<file path="src/rtl/branch_resolve_unit.sv">
`default_nettype none
// ---------------------------------------------------------------------------
// branch_resolve_unit: registered branch compare, redirect, link request and
// saturating branch/mispredict counters at the EX/MEM boundary.  Rev 1.0
// ---------------------------------------------------------------------------
module branch_resolve_unit #(
  parameter int DATA_W   = 32,
  parameter int PC_W     = 32,
  parameter int CNT_W    = 32,
  parameter int LINK_REG = 31
) (
  input  logic              clk,
  input  logic              resetn,
  input  logic              in_valid,
  input  logic              stall,
  input  logic              flush,
  input  logic [7:0]        op,
  input  logic [DATA_W-1:0] rs_val,
  input  logic [DATA_W-1:0] rt_val,
  input  logic [PC_W-1:0]   pc,
  input  logic [PC_W-1:0]   target,
  input  logic              pred_taken,
  input  logic              clr_cnt,
  output logic              out_valid,
  output logic              taken,
  output logic              mispredict,
  output logic [PC_W-1:0]   redirect_pc,
  output logic              link_we,
  output logic [4:0]        link_addr,
  output logic [PC_W-1:0]   link_data,
  output logic [CNT_W-1:0]  br_count,
  output logic [CNT_W-1:0]  mis_count
);

  localparam logic [7:0] c_op_beq    = 8'b0101_0001;
  localparam logic [7:0] c_op_bne    = 8'b0101_0010;
  localparam logic [7:0] c_op_blez   = 8'b0101_0011;
  localparam logic [7:0] c_op_bgtz   = 8'b0101_0100;
  localparam logic [7:0] c_op_bltz   = 8'b0100_0000;
  localparam logic [7:0] c_op_bgez   = 8'b0100_0001;
  localparam logic [7:0] c_op_bltzal = 8'b0100_1010;
  localparam logic [7:0] c_op_bgezal = 8'b0100_1011;

  logic              w_known, w_cond, w_link, w_capture;
  logic              w_rs_neg, w_rs_zero;
  logic [PC_W-1:0]   w_pc_plus8;

  logic              valid_q, valid_d;
  logic              taken_q, taken_d;
  logic              mis_q, mis_d;
  logic [PC_W-1:0]   redir_q, redir_d;
  logic              link_we_q, link_we_d;
  logic [PC_W-1:0]   link_data_q, link_data_d;
  logic [CNT_W-1:0]  br_cnt_q, br_cnt_d;
  logic [CNT_W-1:0]  mis_cnt_q, mis_cnt_d;

  assign w_rs_neg   = rs_val[DATA_W-1];
  assign w_rs_zero  = (rs_val == '0);
  assign w_pc_plus8 = pc + PC_W'(8);

  always_comb begin
    w_known = 1'b1;
    w_cond  = 1'b0;
    w_link  = 1'b0;
    case (op)
      c_op_beq:    w_cond = (rs_val == rt_val);
      c_op_bne:    w_cond = (rs_val != rt_val);
      c_op_bgez:   w_cond = ~w_rs_neg;
      c_op_bltz:   w_cond = w_rs_neg;
      c_op_blez:   w_cond = w_rs_neg | w_rs_zero;
      c_op_bgtz:   w_cond = ~w_rs_neg & ~w_rs_zero;
      c_op_bgezal: begin w_cond = ~w_rs_neg; w_link = 1'b1; end
      c_op_bltzal: begin w_cond = w_rs_neg;  w_link = 1'b1; end
      default:     w_known = 1'b0;
    endcase
  end

  assign w_capture = in_valid & ~stall & ~flush & w_known;

  always_comb begin
    valid_d     = valid_q;
    taken_d     = taken_q;
    mis_d       = mis_q;
    redir_d     = redir_q;
    link_we_d   = link_we_q;
    link_data_d = link_data_q;
    br_cnt_d    = br_cnt_q;
    mis_cnt_d   = mis_cnt_q;

    // Flush beats stall; an idle edge drops the one-cycle qualifiers only.
    if (flush || (!stall && !w_capture)) begin
      valid_d   = 1'b0;
      link_we_d = 1'b0;
      mis_d     = 1'b0;
    end else if (w_capture) begin
      valid_d     = 1'b1;
      taken_d     = w_cond;
      mis_d       = w_cond ^ pred_taken;
      redir_d     = w_cond ? target : w_pc_plus8;
      link_we_d   = w_link;
      link_data_d = w_pc_plus8;
    end

    // Clear wins over a coincident capture; stall freezes the counters.
    if (!stall) begin
      if (clr_cnt) begin
        br_cnt_d  = '0;
        mis_cnt_d = '0;
      end else if (w_capture) begin
        if (!(&br_cnt_q))
          br_cnt_d = br_cnt_q + CNT_W'(1);
        if ((w_cond ^ pred_taken) && !(&mis_cnt_q))
          mis_cnt_d = mis_cnt_q + CNT_W'(1);
      end
    end
  end

  always_ff @(posedge clk or negedge resetn) begin
    if (!resetn) begin
      valid_q     <= 1'b0;
      taken_q     <= 1'b0;
      mis_q       <= 1'b0;
      redir_q     <= '0;
      link_we_q   <= 1'b0;
      link_data_q <= '0;
      br_cnt_q    <= '0;
      mis_cnt_q   <= '0;
    end else begin
      valid_q     <= valid_d;
      taken_q     <= taken_d;
      mis_q       <= mis_d;
      redir_q     <= redir_d;
      link_we_q   <= link_we_d;
      link_data_q <= link_data_d;
      br_cnt_q    <= br_cnt_d;
      mis_cnt_q   <= mis_cnt_d;
    end
  end

  assign out_valid   = valid_q;
  assign taken       = taken_q;
  assign mispredict  = mis_q;
  assign redirect_pc = redir_q;
  assign link_we     = link_we_q;
  assign link_addr   = 5'(LINK_REG);
  assign link_data   = link_data_q;
  assign br_count    = br_cnt_q;
  assign mis_count   = mis_cnt_q;

endmodule
`default_nettype wire

</file>
<file path="config.mk">
export PLATFORM = sky130hd
export DESIGN_NAME = branch_resolve_unit
export DESIGN_NICKNAME = d
export VERILOG_FILES = /design/src/rtl/branch_resolve_unit.sv
export SDC_FILE = /design/constraint.sdc
export NUM_CORES = 1
export LEC_CHECK = 0
export CORE_MARGIN = 3
export CORE_UTILIZATION = 25
export CTS_CLUSTER_DIAMETER = 40
export DETAILED_ROUTE_END_ITERATION = 6
export GPL_ROUTABILITY_DRIVEN = 0
export GPL_TIMING_DRIVEN = 0
export PLACE_DENSITY = 0.58
export SYNTH_ARGS = -nofsm -noshare
export SYNTH_HDL_FRONTEND = slang
export SYNTH_SLANG_ARGS = --single-unit
</file>
<file path="constraint.sdc">
create_clock -name clk -period 2.76 [get_ports clk]
set_input_delay 0.552 -clock clk [delete_from_list [all_inputs] [get_ports clk]]
set_output_delay 0.552 -clock clk [all_outputs]
set_load 0.05 [all_outputs]
</file>
; ---- Word level (Yosys, flattened, before mapping)
; Cells that the tools add are included.
[word_totals]
ff_bits = 132
inputBits = 143
output_inout_bits = 137
elab_cells = 68
[classes]
n_addsub = 3
eq_ne = 11
mux = 16
bitwise_logic = 11
n_reduce_logical = 19
[ops]
columns = operator, n
row1 = $mux 32, 7
row2 = $add 32x1->32 const B, 2
row3 = $eq 8x7->1 const B, 8
row4 = $reduce_and 32->1, 2
row5 = $add 32x4->32 const B, 1
row6 = $eq 32x32->1, 1
row7 = $logic_not 32->1, 1
row8 = $ne 32x32->1, 1
row9 = $mux 1, 8
row10 = $reduce_or 8->1, 1
row11 = $pmux 1 s6, 1
row12 = $reduce_and 3->1, 2
row13 = $reduce_bool 2->1, 3
row14 = $reduce_or 2->1, 3
row15 = $not 1->1, 5
row16 = $and 1x1->1, 4
row17 = $logic_not 1->1, 3
row18 = $logic_and 1x1->1, 2
row19 = $ne 2x2->1 const B, 1
row20 = $reduce_and 2->1, 1
row21 = $logic_or 1x1->1, 1
row22 = $or 1x1->1, 1
row23 = $xor 1x1->1, 1

; ---- Logic depth before layout (Yosys ltp)
; Gate-level depths: netlist of the first run.
[logic_depth]
depth_word = 9
depth_mapped = 12
ltp_nobuf = 9

; ---- Worst setup path after synthesis of the first run
; Ideal clock, no wire load.
[synth_timing]
path_kind = flip-flop to flip-flop
startpoint = reg br_cnt_q[0], in the netlist br_count[0]
endpoint = reg br_cnt_q[23], in the netlist br_count[23]
setup_time_ns = 0.139
t_arrival_ns = 2.775
required_ns = 2.621
path_slack_ns = -0.154
path_stages_with_launch = 11
cell_sequence = dfrtp_1 ha_1 and3_1 nand3_1 or3_1 or4_4 o211ai_2 buf_6 nor3_1 xnor2_1 nor2_1
[synth_via]
elab_chain_len = 4
elab_cells_between_ends = 7
classes_between = add/sub: 1 / eq/ne: 1 / mux: 3 / reduce/logical: 2
[synth_rtl]
columns = element, line_no
row1 = "start, declared", 54  ; logic [CNT_W-1:0] br_cnt_q, br_cnt_d;
row2 = "start signal, assigned", 135  ; br_cnt_q <= br_cnt_d;
row3 = $add 32x1->32, 111  ; br_cnt_d = br_cnt_q + CNT_W'(1);
row4 = $mux 32, 110  ; if (!(&br_cnt_q))
row5 = $mux 32, 109  ; end else if (w_capture) begin
row6 = $mux 32, 106  ; if (clr_cnt) begin
; Parallel ways exist; a longest one is shown, timed or not. The select of a mux whose other input is x is not followed.
; A chain may end at the register's enable or synchronous reset.

; ---- Worst setup path after layout of the first run
[layout_timing]
startpoint = in rt_val[21]
endpoint = reg mis_cnt_q[21], in the netlist mis_count[21]
[layout_via]
elab_chain_len = 6
elab_cells_between_ends = 7
classes_between = eq/ne: 2 / mux: 1 / bitwise: 1 / reduce/logical: 3
[layout_rtl]
columns = element, line_no
row1 = "start, declared", 19  ; input logic [DATA_W-1:0] rt_val,
row2 = $ne 32x32->1 / $eq 32x32->1 (equally long branches), "67, 66"
row3 = $pmux 1 s6 *, 65  ; case (op)
row4 = $xor 1x1->1 *, 112  ; if ((w_cond ^ pred_taken) && !(&mis_cnt_q))
row5 = $logic_and 1x1->1 *, 112
row6 = $reduce_bool 2->1 (no source line) *, n/a
row7 = $reduce_and 3->1 (no source line) *, n/a
row8 = "end signal, assigned", 136  ; mis_cnt_q <= mis_cnt_d;
row9 = "end, declared", 55  ; logic [CNT_W-1:0] mis_cnt_q, mis_cnt_d;
; Every way passes the cells marked *; elsewhere a longest branch is shown, timed or not.

==> impl_metrics.toml, run 1 <==
[run_status]
status = "complete, no violations"

[global_routing]
grt_pass1_vias = 8545
grt_pass1_wl_mm = 49.2
grt_max_degree = 81
antenna_found_initial = 1
grt_use_total_pct = 18.7
grt_overflow = 0

[cts]
numClockSinks = 132
cts_hold_buffers = 0
cts_buffers = 17
clock_path_buffers = 2
clk_pin_slew_worst_paths_ns = 0.07
insertion_delay_ns = 0.43
cts.root.buffer_cell = "clkbuf_16"
htree_levels = 4
tritoncts = "yes"

[place]
hpwlAfterDp_mm = 23.2
portBuffers = 272
dp_slack_ns = -1.16

[yosys]
synth.most_common_cell = "nand2_1"
synthTopCellsByArea = "dfrtp_1, nand2_1, xnor2_1"
yosysTopAreaCellShare_pct = 41.8
synth_edf_count = 0
synth_area_sq_mm = 0.00790
async_reset_ff_share_pct = 100
ys_seq_elements = 132
syn_avg_cell_area_sq_um = 8.64
ys_types = 61
synth.yosys.seq_area_share_pct = 41.8
netlist_instances = 914
synth_common_cells = "nand2_1, dfrtp_1, xnor2_1"
synth_top_area_cell = "dfrtp_1"
yosysWarnings = 0
ys.flop_type = "dfrtp_1"

[drt]
drc_errors = 0
drtIter0Drc = 493
vias = 8275
viasPerCell = 5.00
ant_nets = 0
firstDrtPassIters = 4
wirelength_mm = 31.7
wl_per_cell_um = 19.2

[final_layout]
layout-drive-gt1-share_pct = 13.0
area_growth_pct = 58.2
num-fill-cells = 3096
fin_nets = 1393
seq_area_sq_mm = 0.00331
multiInputGateArea_sq_mm = 0.00457
num_antenna_cells = 0

[critical_path]
endpoint = "mis_count[21]"
path_cells = "dlygate4sd2_1, xnor2_1, nand4_1, nor4_4, a21o_1, a31o_1, o211a_4, buf_12, buf_16, nor4_4, buf_4, a221o_1"
critical_path.startpoint = "rt_val[21]"
rrSetupSlack_ns = 0.08
setup.worst_path.class = "primary input to register"
cp.arrival_ns = 3.00
crit_top_cell = "nor4_4"
worstPathMaxFanout = 5
worstReg2RegStart = "mis_count[15]"
worstRegToRegCells = 9
cpPeakStageDelay_ns = 0.39
slowest_stage = "nor4_4"
reg2reg_to = "mis_count[29]"
startpoint_type = "primary input"
crit_path_end_kind = "register"
cp.required_ns = 3.07

[sta]
fin_worst_skew_ns = 0.0120
fin_crit_sh_pct = 97.3
fin_crit_ns = 2.69
fmax_mhz = 372
setup_slack_ns = 0.0736
drv_slew = 0
tightest_slew_ns = 0.891
setup_tns_ns = 0
report.final.setup_viol = 0
max_slew_margin_pct = 40.4
rsz0062_at_grt = "yes"
whs_ns = 0.181
hold_viol = 0

[pwr]
p_leak_nw = 5.44
pwr_density_cell_mw_per_mm2 = 572
ir_drop_v = 0.000324

[floorplan]
row_count = 64
initial_core_util_pct = 25.6
ios = 280
die_area_sq_mm = 0.0338
core-area_sq_mm = 0.0308
die_w_um = 184
die_h_um = 184

[worst_hold_path]
hold_path.class = "primary input to asynchronous set/reset pin"

[flow_run]
cap_violations = 0
==> cells in the final DEF (no fill, tap or decap), types with 8 or more instances in the layout <==
master	Yosys	layout
dfrtp_1	132	126
inv_1	26	26
nand3_1	51	48
o211ai_1	11	11
or3_1	10	8
nand4_1	28	28
buf_4	8	39
clkbuf_1	37	26
nand2_1	169	167
dlygate4sd2_1	0	39
a221o_1	13	13
mux2i_1	21	21
and3_1	23	18
xnor2_1	70	69
a21o_1	10	10
xor2_1	9	8
buf_6	6	15
dlymetal6s2s_1	0	25
a21oi_1	16	16
nor4_1	29	21
clkbuf_16	0	17
nor2_1	47	46
o21ai_0	39	38
nor3_1	49	45
clkdlybuf4s50_1	0	202
==> report_power, final <==
group	switching [mW]	internal, mW
Sequential	0.270	2.16
Combinational	1.48	0.917
Clock	0.982	1.34
Total	2.73	4.41
==> layout make-up <==
cell class              instances  area share, %
well taps                     396           3.97
flip-flops and latches        132           26.5
clock buffers                  17           3.41
multi-input cells             705           36.6
plain buffers                  51           2.53
inverters                      26          0.781
clock inverters                14           1.22
repair buffers                314           25.0
==> flip-flops by register name (all words and copies together), names as in the netlist <==
name,flops
mis_count,32
out_valid,1
mispredict,1
redirect_pc,32
br_count,32
taken,1
link_data,32
link_we,1
==> critical path, delay by kind of cell <==
kind	cells	cell delay, ns
AOI/OAI and AO/OA	4	1.00
buffers and inverters	4	0.65
and+or+nand+nor	3	0.64
xor gates and xnor gates	1	0.16
==> logic make-up after synthesis <==
family / after synthesis / share of synthesized area (%)
and+or+nand+nor: 446 / 27.6
AOI/OAI and AO/OA: 148 / 13.4
DFF: 132 / 41.8
buffers and inverters: 82 / 4.93
xor gates and xnor gates: 79 / 8.76
muxes: 23 / 2.95
adders and majority gates: 3 / 0.475
other: 1 / 0.0475
==> metrics by stage <==
| stage | instance area, sq um | std cells | utilization [%] | power (mW) |
|---|---|---|---|---|
| floorplan | 7920 | 918 | - | 3.75 |
| global placement | 11100 | 1586 | 36.1 | 4.72 |
| detailed placement | 11200 | 1587 | 36.2 | 4.74 |
| CTS | 12100 | 1639 | 39.4 | 7.15 |
| global route | 12500 | 1655 | 40.5 | 7.47 |
| finish | 12500 | 1655 | 40.5 | 7.14 |
==> worst min-delay path by stage <==
stage                      start               to  slack [ns]  cells after the start
floorplan                 resetn      br_count[0]        0.26                      0
global placement    link_data[4]     link_data[4]        0.45                      2
detailed placement  link_data[2]     link_data[2]        0.46                      2
CTS                       resetn  redirect_pc[25]        0.22                      1
global route              resetn   redirect_pc[2]        0.24                      1
finish                    resetn   redirect_pc[2]        0.18                      1
==> timing repair <==
| action | 4_1_cts | 5_1_grt |
|---|---|---|
| resized for setup | 99 | 78 |
| cloned | 3 | 2 |
| setup endpoints to repair | 97 | 103 |
| hold endpoints to repair | 0 | 0 |
| setup buffers | 22 | 17 |
| pin swaps | 50 | 38 |
==> per-layer routing <==
| layer | GRT usage, % | wire length, um |
|---|---|---|
| met4 | 6.14 | 593 |
| met5 | 0 | 9 |
| met3 | 5.66 | 2470 |
| met1 | 23.6 | 13400 |
| met2 | 30.6 | 15300 |
Power figures use the tool's default switching activity.
==> run 2, diff against run 1 <==
--- a/config.mk
+++ b/config.mk
@@ -5,13 +5,15 @@
 export SDC_FILE = /design/constraint.sdc
 export NUM_CORES = 1
 export LEC_CHECK = 0
-export CORE_MARGIN = 3
+export CELL_PAD_IN_SITES_DETAIL_PLACEMENT = 1
+export CELL_PAD_IN_SITES_GLOBAL_PLACEMENT = 2
+export CORE_MARGIN = 1
 export CORE_UTILIZATION = 25
 export CTS_CLUSTER_DIAMETER = 40
 export DETAILED_ROUTE_END_ITERATION = 6
 export GPL_ROUTABILITY_DRIVEN = 0
 export GPL_TIMING_DRIVEN = 0
-export PLACE_DENSITY = 0.58
+export PLACE_DENSITY = 0.85
 export SYNTH_ARGS = -nofsm -noshare
 export SYNTH_HDL_FRONTEND = slang
 export SYNTH_SLANG_ARGS = --single-unit
==> constraint.sdc (replaced) <==
create_clock -name clk -period 2.87 [get_ports clk]
set_input_delay 0.574 -clock clk [delete_from_list [all_inputs] [get_ports clk]]
set_output_delay 0.574 -clock clk [all_outputs]
set_load 0.05 [all_outputs]
==> impl_metrics.toml, run 2 (synthesized netlist as in run 1, its figures left out) <==
[cts]
clk_pin_slew_worst_paths_ns = 0.07
cts_hold_buffers = 0
cts.root.buffer_cell = "clkbuf_16"
tritoncts = "yes"
clock_path_buffers = 2
htree_levels = 4
cts_buffers = 17
numClockSinks = 132
insertion_delay_ns = 0.44

[global_routing]
grt_pass1_vias = 8936
grt_pass1_wl_mm = 52.4
antenna_found_initial = 2
grt_overflow = 0
grt_max_degree = 81
grt_use_total_pct = 20.8

[place]
portBuffers = 272
hpwlAfterDp_mm = 24.2
dp_cells = 1587

[critical_path]
path_cells = "clkdlybuf4s50_1, xor2_1, or3_1, a21oi_4, o21ai_1, a22oi_2, o211a_4, buf_8, buf_8, nor2_4, buf_12, a221o_1"
crit_top_cell = "buf_8"
cpPeakStageDelay_ns = 0.49
cp.arrival_ns = 3.13
setup.worst_path.class = "primary input to register"
startpoint_type = "primary input"
crit_family = "compound AO/OA/AOI/OAI gates"
worst-path-buf-inv = 4
crit_path_end_kind = "register"
cp.required_ns = 3.19
worstPathMaxFanout = 5
slowest_stage = "clkdlybuf4s50_1"

[final_layout]
final_util_pct = 39.7
layout-drive-gt1-share_pct = 11.4
fin_nets = 1380
area_growth_pct = 55.1
stdcell_count = 1643
layout_commonest_cell = "clkdlybuf4s50_1"
final_cell_mix = "clkdlybuf4s50_1, nand2_1, dfrtp_1"

[sta]
report.final.setup_viol = 0
fin_crit_sh_pct = 97.8
fin_worst_skew_ns = 0.0153
hold_viol = 0
fmax_mhz = 356
whs_ns = 0.0868
tightest_slew_ns = 0.813
drv_slew = 0
fin_crit_ns = 2.81
max_slew_margin_pct = 45.6

[drt]
firstDrtPassIters = 6
viasPerCell = 5.11
vias = 8396
ant_nets = 0
wirelength_mm = 33.5
drc_errors = 20
drtIter0Drc = 430
wl_per_cell_um = 20.4

[pwr]
ir_drop_v = 0.000372
clockPowerShare_pct = 32.8
pwr_density_cell_mw_per_mm2 = 563
p_seq_share_pct = 34.1
p_leak_nw = 5.32
p_sw_mw = 2.66
p_int_mw = 4.22
p_sw_share_pct = 38.7
pwr-share-comb_pct = 33.1

[floorplan]
core-area_sq_mm = 0.0308
die_h_um = 180
die_w_um = 180
die_area_sq_mm = 0.0323
ios = 280
initial_core_util_pct = 25.6
row_count = 64

[run_status]
violations = "DRC"
status = "finished, violations left"

[flow_run]
cap_violations = 0

[worst_hold_path]
hold_path.class = "primary input to asynchronous set/reset pin"
## run 2: cell count changes in the layout (fill, tap and decap cells not counted), moves of 3 or more
cell	change
dlymetal6s2s_1	-5
clkbuf_2	+5
buf_6	-8
o311ai_1	+3
clkdlybuf4s50_1	+3
clkinv_2	+3
buf_4	-8
## run 2: worst paths after layout
check	from	end	slack [ns]	cells past startpoint
worst max-delay path	op[3]	mis_count[24]	0.06	12
worst min-delay path	resetn	redirect_pc[0]	0.09	1
worst max register to register	mis_count[0]	mis_count[13]	0.08	10
worst min register to register	link_data[7]	link_data[7]	0.48	2
max in group asynchronous	resetn	br_count[13]	1.89	2
min in group clk	link_data[7]	link_data[7]	0.48	2
## run 2: worst reg2reg max path, delay by kind of cell (launching register included)
kind | cells | cell delay, ns
AOI/OAI and AO/OA | 1 | 0.29
buffers and inverters | 2 | 0.33
and+or+nand+nor | 6 | 1.39
DFF | 1 | 0.44
adders and majority gates | 1 | 0.24
## run 2: layout make-up
class | count | area (sq um)
fillers | 3573 | 18600
multi-input cells | 704 | 4490
flip-flops and latches | 132 | 3310
repair buffers | 300 | 2970
well taps | 396 | 495
clock buffers | 18 | 439
plain buffers | 53 | 307
clock inverters | 13 | 134
inverters | 26 | 97.6
diodes | 1 | 2.50
## run 2: timing repair
action	4_1_cts	5_1_grt
endpoints found under the setup margin	94	83
pin swaps	43	42
gates resized for setup	80	78
cloned	1	3
setup buffers	18	6
## run 2: power by group through the flow
stage	Combinational [mW]	Clock [mW]	Sequential, mW
after detailed placement	2.21	0	2.37
after CTS	2.24	2.29	2.34
after global placement	2.17	0	2.36
after floorplan	0.540	0	3.07
final	2.28	2.26	2.35
after global routing	2.41	2.37	2.39
## run 2: per-layer routing
metal | up-vias | GRT usage [%] | part of all wire (%)
met5 | - | 0 | 0
met1 | 4173 | 25.3 | 42
met3 | 45 | 7.03 | 8.0
li1 | 3898 | - | -
met4 | 0 | 6.03 | 1.8
met2 | 280 | 34.7 | 48
## run 2: metrics by stage
step	TNS (ns)	worst slack (ns)	area (sq um)	total power [mW]
6_report	0	0.0627	12200	6.89
5_1_grt	-0.00633	-0.00633	12200	7.18
4_1_cts	0	0.00639	12000	6.87
3_5_place_dp	-82.13	-1.07	11200	4.58
3_3_place_gp	-714.31	-5.41	11100	4.54
2_1_floorplan	0	0.0139	7910	3.61
